$ cat config.mk
export PLATFORM = sky130hd
export DESIGN_NAME = life_sequencer
export DESIGN_NICKNAME = d
export VERILOG_FILES = /design/src/rtl/life_pkg.sv /design/src/rtl/player_life_fsm.sv /design/src/rtl/life_sequencer.sv
export SDC_FILE = /design/constraint.sdc
export NUM_CORES = 1
export LEC_CHECK = 0
export CAP_MARGIN = 10
export CORE_UTILIZATION = 28
export DETAILED_ROUTE_END_ITERATION = 10
export PLACE_DENSITY = 0.56
export SLEW_MARGIN = 25
export SYNTH_ARGS = -nofsm -noshare
export SYNTH_HDL_FRONTEND = slang
export SYNTH_SLANG_ARGS = --single-unit
$ cat constraint.sdc
create_clock -name Clk -period 1.8 [get_ports Clk]
set_clock_uncertainty 0.2 [all_clocks]
set_input_delay 0.27 -clock Clk [delete_from_list [all_inputs] [get_ports Clk]]
set_output_delay 0.27 -clock Clk [all_outputs]
set_load 0.01 [all_outputs]
$ cat src/rtl/life_pkg.sv
// life_pkg: shared game/player state encodings for the life sequencer
package life_pkg;
    typedef enum logic [1:0] {IDLE, PLAY, OVER} game_state_t;
    typedef enum logic [1:0] {ALIVE, DYING, RESPAWN, OUT} player_state_t;
    localparam int BLINK_BIT = 2;
endpackage

$ cat src/rtl/player_life_fsm.sv
// player_life_fsm: one player's death/respawn/invulnerability timeline and lives counter
module player_life_fsm
    import life_pkg::*;
#(
    parameter int START_LIVES   = 3,
    parameter int DEATH_FRAMES  = 60,
    parameter int INVULN_FRAMES = 90
)(
    input  logic       Clk,
    input  logic       Reset,
    input  logic       tick,
    input  logic       dead_edge,
    input  logic       enable,
    input  logic       reload,
    output logic [1:0] lives,
    output logic       freeze,
    output logic       visible,
    output logic       respawn,
    output logic       done_pulse,
    output logic       is_out
);
    player_state_t state, state_n;
    logic [7:0] cnt, cnt_n;
    logic [1:0] lives_n;
    logic respawn_n, done_n;

    always_ff @(posedge Clk) begin
        if (Reset) begin
            state      <= ALIVE;
            cnt        <= '0;
            lives      <= 2'(START_LIVES);
            respawn    <= 1'b0;
            done_pulse <= 1'b0;
        end else begin
            state      <= state_n;
            cnt        <= cnt_n;
            lives      <= lives_n;
            respawn    <= respawn_n;
            done_pulse <= done_n;
        end
    end

    always_comb begin
        state_n   = state;
        cnt_n     = cnt;
        lives_n   = lives;
        respawn_n = 1'b0;
        done_n    = 1'b0;
        if (reload) begin
            state_n = ALIVE;
            cnt_n   = '0;
            lives_n = 2'(START_LIVES);
        end else if (enable) begin
            case (state)
                ALIVE: if (dead_edge) begin
                    state_n = DYING;
                    cnt_n   = '0;
                    lives_n = (lives == 2'd0) ? 2'd0 : lives - 2'd1;
                end
                DYING: if (tick) begin
                    if (cnt == 8'(DEATH_FRAMES - 1)) begin
                        state_n   = (lives != 2'd0) ? RESPAWN : OUT;
                        cnt_n     = '0;
                        respawn_n = (lives != 2'd0);
                        done_n    = 1'b1;
                    end else
                        cnt_n = cnt + 8'd1;
                end
                RESPAWN: if (tick) begin
                    state_n = (cnt == 8'(INVULN_FRAMES - 1)) ? ALIVE : RESPAWN;
                    cnt_n   = (cnt == 8'(INVULN_FRAMES - 1)) ? 8'd0 : cnt + 8'd1;
                end
                default: ;
            endcase
        end
    end

    assign freeze  = (state == DYING) || (state == OUT);
    assign visible = (state == RESPAWN) ? ~cnt[BLINK_BIT] : (state != OUT);
    assign is_out  = (state == OUT);
endmodule

$ cat src/rtl/life_sequencer.sv
// life_sequencer: game FSM, edge detection, goomba respawn timer and collision reset merge
module life_sequencer
    import life_pkg::*;
#(
    parameter int START_LIVES   = 3,
    parameter int DEATH_FRAMES  = 60,
    parameter int INVULN_FRAMES = 90,
    parameter int GOMBA_FRAMES  = 120
)(
    input  logic       Clk,
    input  logic       Reset,
    input  logic       frame_Clk,
    input  logic       start,
    input  logic       mario_dead,
    input  logic       luigi_dead,
    input  logic       gomba_dead,
    output logic [1:0] mario_lives,
    output logic [1:0] luigi_lives,
    output logic       mario_freeze,
    output logic       luigi_freeze,
    output logic       mario_visible,
    output logic       luigi_visible,
    output logic       mario_respawn,
    output logic       luigi_respawn,
    output logic       gomba_respawn,
    output logic       coll_reset,
    output logic [1:0] game_state
);
    game_state_t game, game_n;
    logic frame_q, tick, mario_q, luigi_q, gomba_q, mario_edge, luigi_edge, gomba_edge;
    logic start_pls, start_pls_n, gomba_busy, gomba_busy_n, gomba_pls, gomba_pls_n;
    logic [7:0] gomba_cnt, gomba_cnt_n;
    logic mario_rsp, luigi_rsp, mario_done, luigi_done, mario_out, luigi_out;

    always_ff @(posedge Clk) begin
        if (Reset) begin
            {frame_q, tick, mario_q, luigi_q, gomba_q} <= '0;
            {mario_edge, luigi_edge, gomba_edge}      <= '0;
            game       <= IDLE;
            start_pls  <= 1'b0;
            gomba_busy <= 1'b0;
            gomba_pls  <= 1'b0;
            gomba_cnt  <= '0;
        end else begin
            frame_q    <= frame_Clk;
            tick       <= frame_Clk & ~frame_q;
            mario_q    <= mario_dead;
            luigi_q    <= luigi_dead;
            gomba_q    <= gomba_dead;
            mario_edge <= mario_dead & ~mario_q;
            luigi_edge <= luigi_dead & ~luigi_q;
            gomba_edge <= gomba_dead & ~gomba_q;
            game       <= game_n;
            start_pls  <= start_pls_n;
            gomba_busy <= gomba_busy_n;
            gomba_pls  <= gomba_pls_n;
            gomba_cnt  <= gomba_cnt_n;
        end
    end

    always_comb begin
        game_n       = game;
        start_pls_n  = 1'b0;
        gomba_busy_n = gomba_busy;
        gomba_cnt_n  = gomba_cnt;
        gomba_pls_n  = 1'b0;
        case (game)
            IDLE: begin
                gomba_busy_n = 1'b0;
                game_n       = start ? PLAY : IDLE;
                start_pls_n  = start;
            end
            PLAY: begin
                game_n = (mario_out && luigi_out) ? OVER : PLAY;
                // edges arriving while the timer runs are dropped
                if (!gomba_busy && gomba_edge) begin
                    gomba_busy_n = 1'b1;
                    gomba_cnt_n  = '0;
                end else if (gomba_busy && tick) begin
                    gomba_busy_n = (gomba_cnt != 8'(GOMBA_FRAMES - 1));
                    gomba_pls_n  = (gomba_cnt == 8'(GOMBA_FRAMES - 1));
                    gomba_cnt_n  = gomba_cnt + 8'd1;
                end
            end
            OVER: game_n = start ? IDLE : OVER;
            default: game_n = IDLE;
        endcase
    end

    player_life_fsm #(.START_LIVES(START_LIVES), .DEATH_FRAMES(DEATH_FRAMES), .INVULN_FRAMES(INVULN_FRAMES)) u_mario (
        .Clk(Clk), .Reset(Reset), .tick(tick), .dead_edge(mario_edge),
        .enable(game == PLAY), .reload(game == IDLE),
        .lives(mario_lives), .freeze(mario_freeze), .visible(mario_visible),
        .respawn(mario_rsp), .done_pulse(mario_done), .is_out(mario_out)
    );

    player_life_fsm #(.START_LIVES(START_LIVES), .DEATH_FRAMES(DEATH_FRAMES), .INVULN_FRAMES(INVULN_FRAMES)) u_luigi (
        .Clk(Clk), .Reset(Reset), .tick(tick), .dead_edge(luigi_edge),
        .enable(game == PLAY), .reload(game == IDLE),
        .lives(luigi_lives), .freeze(luigi_freeze), .visible(luigi_visible),
        .respawn(luigi_rsp), .done_pulse(luigi_done), .is_out(luigi_out)
    );

    assign mario_respawn = mario_rsp | start_pls;
    assign luigi_respawn = luigi_rsp | start_pls;
    assign gomba_respawn = gomba_pls | start_pls;
    assign coll_reset    = start_pls | mario_done | luigi_done | gomba_pls;
    assign game_state    = game;
endmodule

==> metrics <==
width of the die=100 um; CTS buffer count=5; via count=2575; CTS Hold Buffers Added=0; first-pass GRT wire length=11.4 mm; routability cong.=0.786; fin area=3890 sq um; Setup WS post-layout=-29.3 ps; Final Non-Filler Cells=513; unrepaired setup endpoints after global routing=yes; maximum VDD drop=0.353 mV; Async SR Flop Fraction=0%; total global-route track usage=13.9%; Tmin final=1830 ps; f_max=547 MHz; Final #Nets=404; drt pass-1 iters=4; final setup violation count=1; CTS tree=yes; Ys Warns=0; post-synthesis instance total=303; top cell type's share of synthesized area=36.5%; post-route DRC violation count=0; Pins Over Slew Limit=0; Slew @ Worst Pin=312 ps; Fin. Hold Viols=0; row count=35; largest cells by area after synthesis=dfxtp_1 (36%), o2111ai_1 (8.5%), ha_1 (6.5%), nand2_1 (3.6%), nor2_1 (3.1%); delay of the slowest critical-path stage=400 ps; outcome=finished, violations left; Netlist Area Pre-Place=2690 sq um; number of port buffers=20; largest net degree at the start of global routing=17; crit-path leading delay family=simple AND/OR/NAND/NOR gates; cell total after placement=499; EDFF count, synth=0; clk_lat worst skew=300 ps; Synth Area per Inst=8.88 sq um; area occupied by multi-input gates=1790 sq um; drt via density=5.02; Worst slew margin=79.0%; slowest CP cell=dfxtp_4; chip height=100 um; commonest non-fill, non-tap cell in the layout=buf_4; Hold Crit Depth=1; Synth Flop Type=dfxtp_1; Synth cell types=47; dpl cell area=3460 sq um; CP Cell Sequence=inv_4, buf_6, ha_4, or3_4, nand4_1, buf_4, a2111oi_4, nor3_2; final core occ=41.9%; R2R cell count=8; CP Max Fanout=4; WL/cell=13.4 um; # diodes=0; post-synth top area cell=dfxtp_1; Final ANT Viol Nets=0; layout overhead on the synthesized area=44.7%; Clock Pin Slew Worst Setup and Hold Paths=100 ps; Worst Min Path Start=gomba_q$_SDFF_PP0_; pre-CTS WS=-207 ps; Starting Density=29.0%; RR Endpoint=u_luigi.state[0]$_SDFFE_PP0P_; Max Root-Sink Buffers=2; DRT iter0 DRCs=84; total power=2.13 mW; crit path capture type=flip-flop; WP data arrival=1860 ps; grt ovf=0; buffer and inverter count on the worst path=3; vias in the first global route=2445; Final period util=102%; Setup TNS Final=-29.3 ps; failing checks=negative setup slack; pwr dens=547 nW/um^2; Boundary Pins=21; filler cell count in the final layout=924; flops & latches, synth=49; post-synthesis sequential area ratio=36.5%; layout cells sized above 1=36.7%; Post-Syn Nets=324; most frequent cells in the layout=buf_4 (57), dfxtp_1 (41), nand2_1 (26); Reg area=1000 sq um; Die ar.=10000 sq um; critical path type=flip-flop to flip-flop; Startpoint Class=flip-flop; clk sinks=49; initial antenna violation count=0; Hold Path End=gomba_edge$_SDFF_PP0_; final wirelength=6.89 mm; FF-to-FF Start=u_luigi.state[0]$_SDFFE_PP0P_; final hold slack=182 ps; Core Region=9280 sq um; worst min path class=flip-flop to flip-flop; Root Driver=clkbuf_8; H-Tree Depth=2; DPL Wire Length=4.99 mm; R2R Setup Slk=-30 ps; Leakage=1.39 nW; Required @ worst endpoint=1830 ps; Max-Cap Viols=0
cell families after synthesis:
logic type / Yosys count / share of synthesized area (%)
XOR/XNOR: 5 / 1.63
AO/OA/AOI/OAI: 78 / 23.1
adder cells (fa/ha/maj): 14 / 6.51
buffers and inverters: 32 / 5.58
flip-flops: 49 / 36.5
multiplexers: 3 / 1.16
AND/OR/NAND/NOR: 122 / 25.6
worst max path at each step:
stage | startpoint | end | cells past startpoint
after global placement | u_luigi.state[0]$_SDFFE_PP0P_ | luigi_visible | 4
after global routing | u_luigi.state[0]$_SDFFE_PP0P_ | u_luigi.state[0]$_SDFFE_PP0P_ | 8
final | u_luigi.state[0]$_SDFFE_PP0P_ | u_luigi.state[0]$_SDFFE_PP0P_ | 8
after CTS | start_pls$_SDFF_PP0_ | coll_reset | 3
after detailed placement | u_mario.state[1]$_SDFFE_PP0P_ | u_mario.cnt[5]$_SDFFE_PP0P_ | 6
after floorplan | u_mario.state[0]$_SDFFE_PP0P_ | u_mario.cnt[3]$_SDFFE_PP0P_ | 7
registers in the layout, summed over array words and instances (netlist names), 2 cells and up:
register / cells
gomba_cnt: 8
u_luigi.cnt: 8
u_mario.cnt: 8
game_state: 2
u_luigi.lives: 2
u_luigi.state: 2
u_mario.lives: 2
u_mario.state: 2
layer usage:
layer	global-route usage, %	routed length [um]
met5	0	0
met3	2.44	192
met2	23.2	3270
met4	3.12	83
met1	18.8	3350
synth_stat cells, drive strengths merged (5+ instances only):
| cell | instances |
|---|---|
| a21oi | 12 |
| a31oi | 12 |
| and4 | 6 |
| buf | 10 |
| dfxtp | 49 |
| ha | 14 |
| inv | 18 |
| nand2 | 26 |
| nand3 | 8 |
| nand4 | 5 |
| nor2 | 22 |
| nor2b | 12 |
| nor3 | 8 |
| o2111ai | 26 |
| o21ai | 5 |
| or2 | 7 |
| or3 | 6 |
| xor2 | 5 |
cell type report:
class                           instances  area share, %
Clock buffer                            5           1.77
Clock inverter                          3           1.19
Inverter                               18           1.86
Multi-Input combinational cell        222           46.1
Sequential cell                        49           25.7
Tap cell                              129           4.15
Timing Repair Buffer                   87           19.2
power by group:
| part | switching (mW) | internal [mW] | total (mW) | leakage [nW] |
|---|---|---|---|---|
| logic | 0.107 | 0.110 | 0.216 | 0.939 |
| registers | 0.0111 | 1.09 | 1.11 | 0.400 |
| clock network | 0.392 | 0.416 | 0.808 | 0.0543 |
what timing repair did:
item / in CTS / in global routing
cloned: 0 / 0
resized for setup: 68 / 34
buffers inserted: 3 / 3
setup endpoints to repair: 30 / 29
pin swaps: 16 / 24
Note: power is estimated with default switching activity, not from simulation.
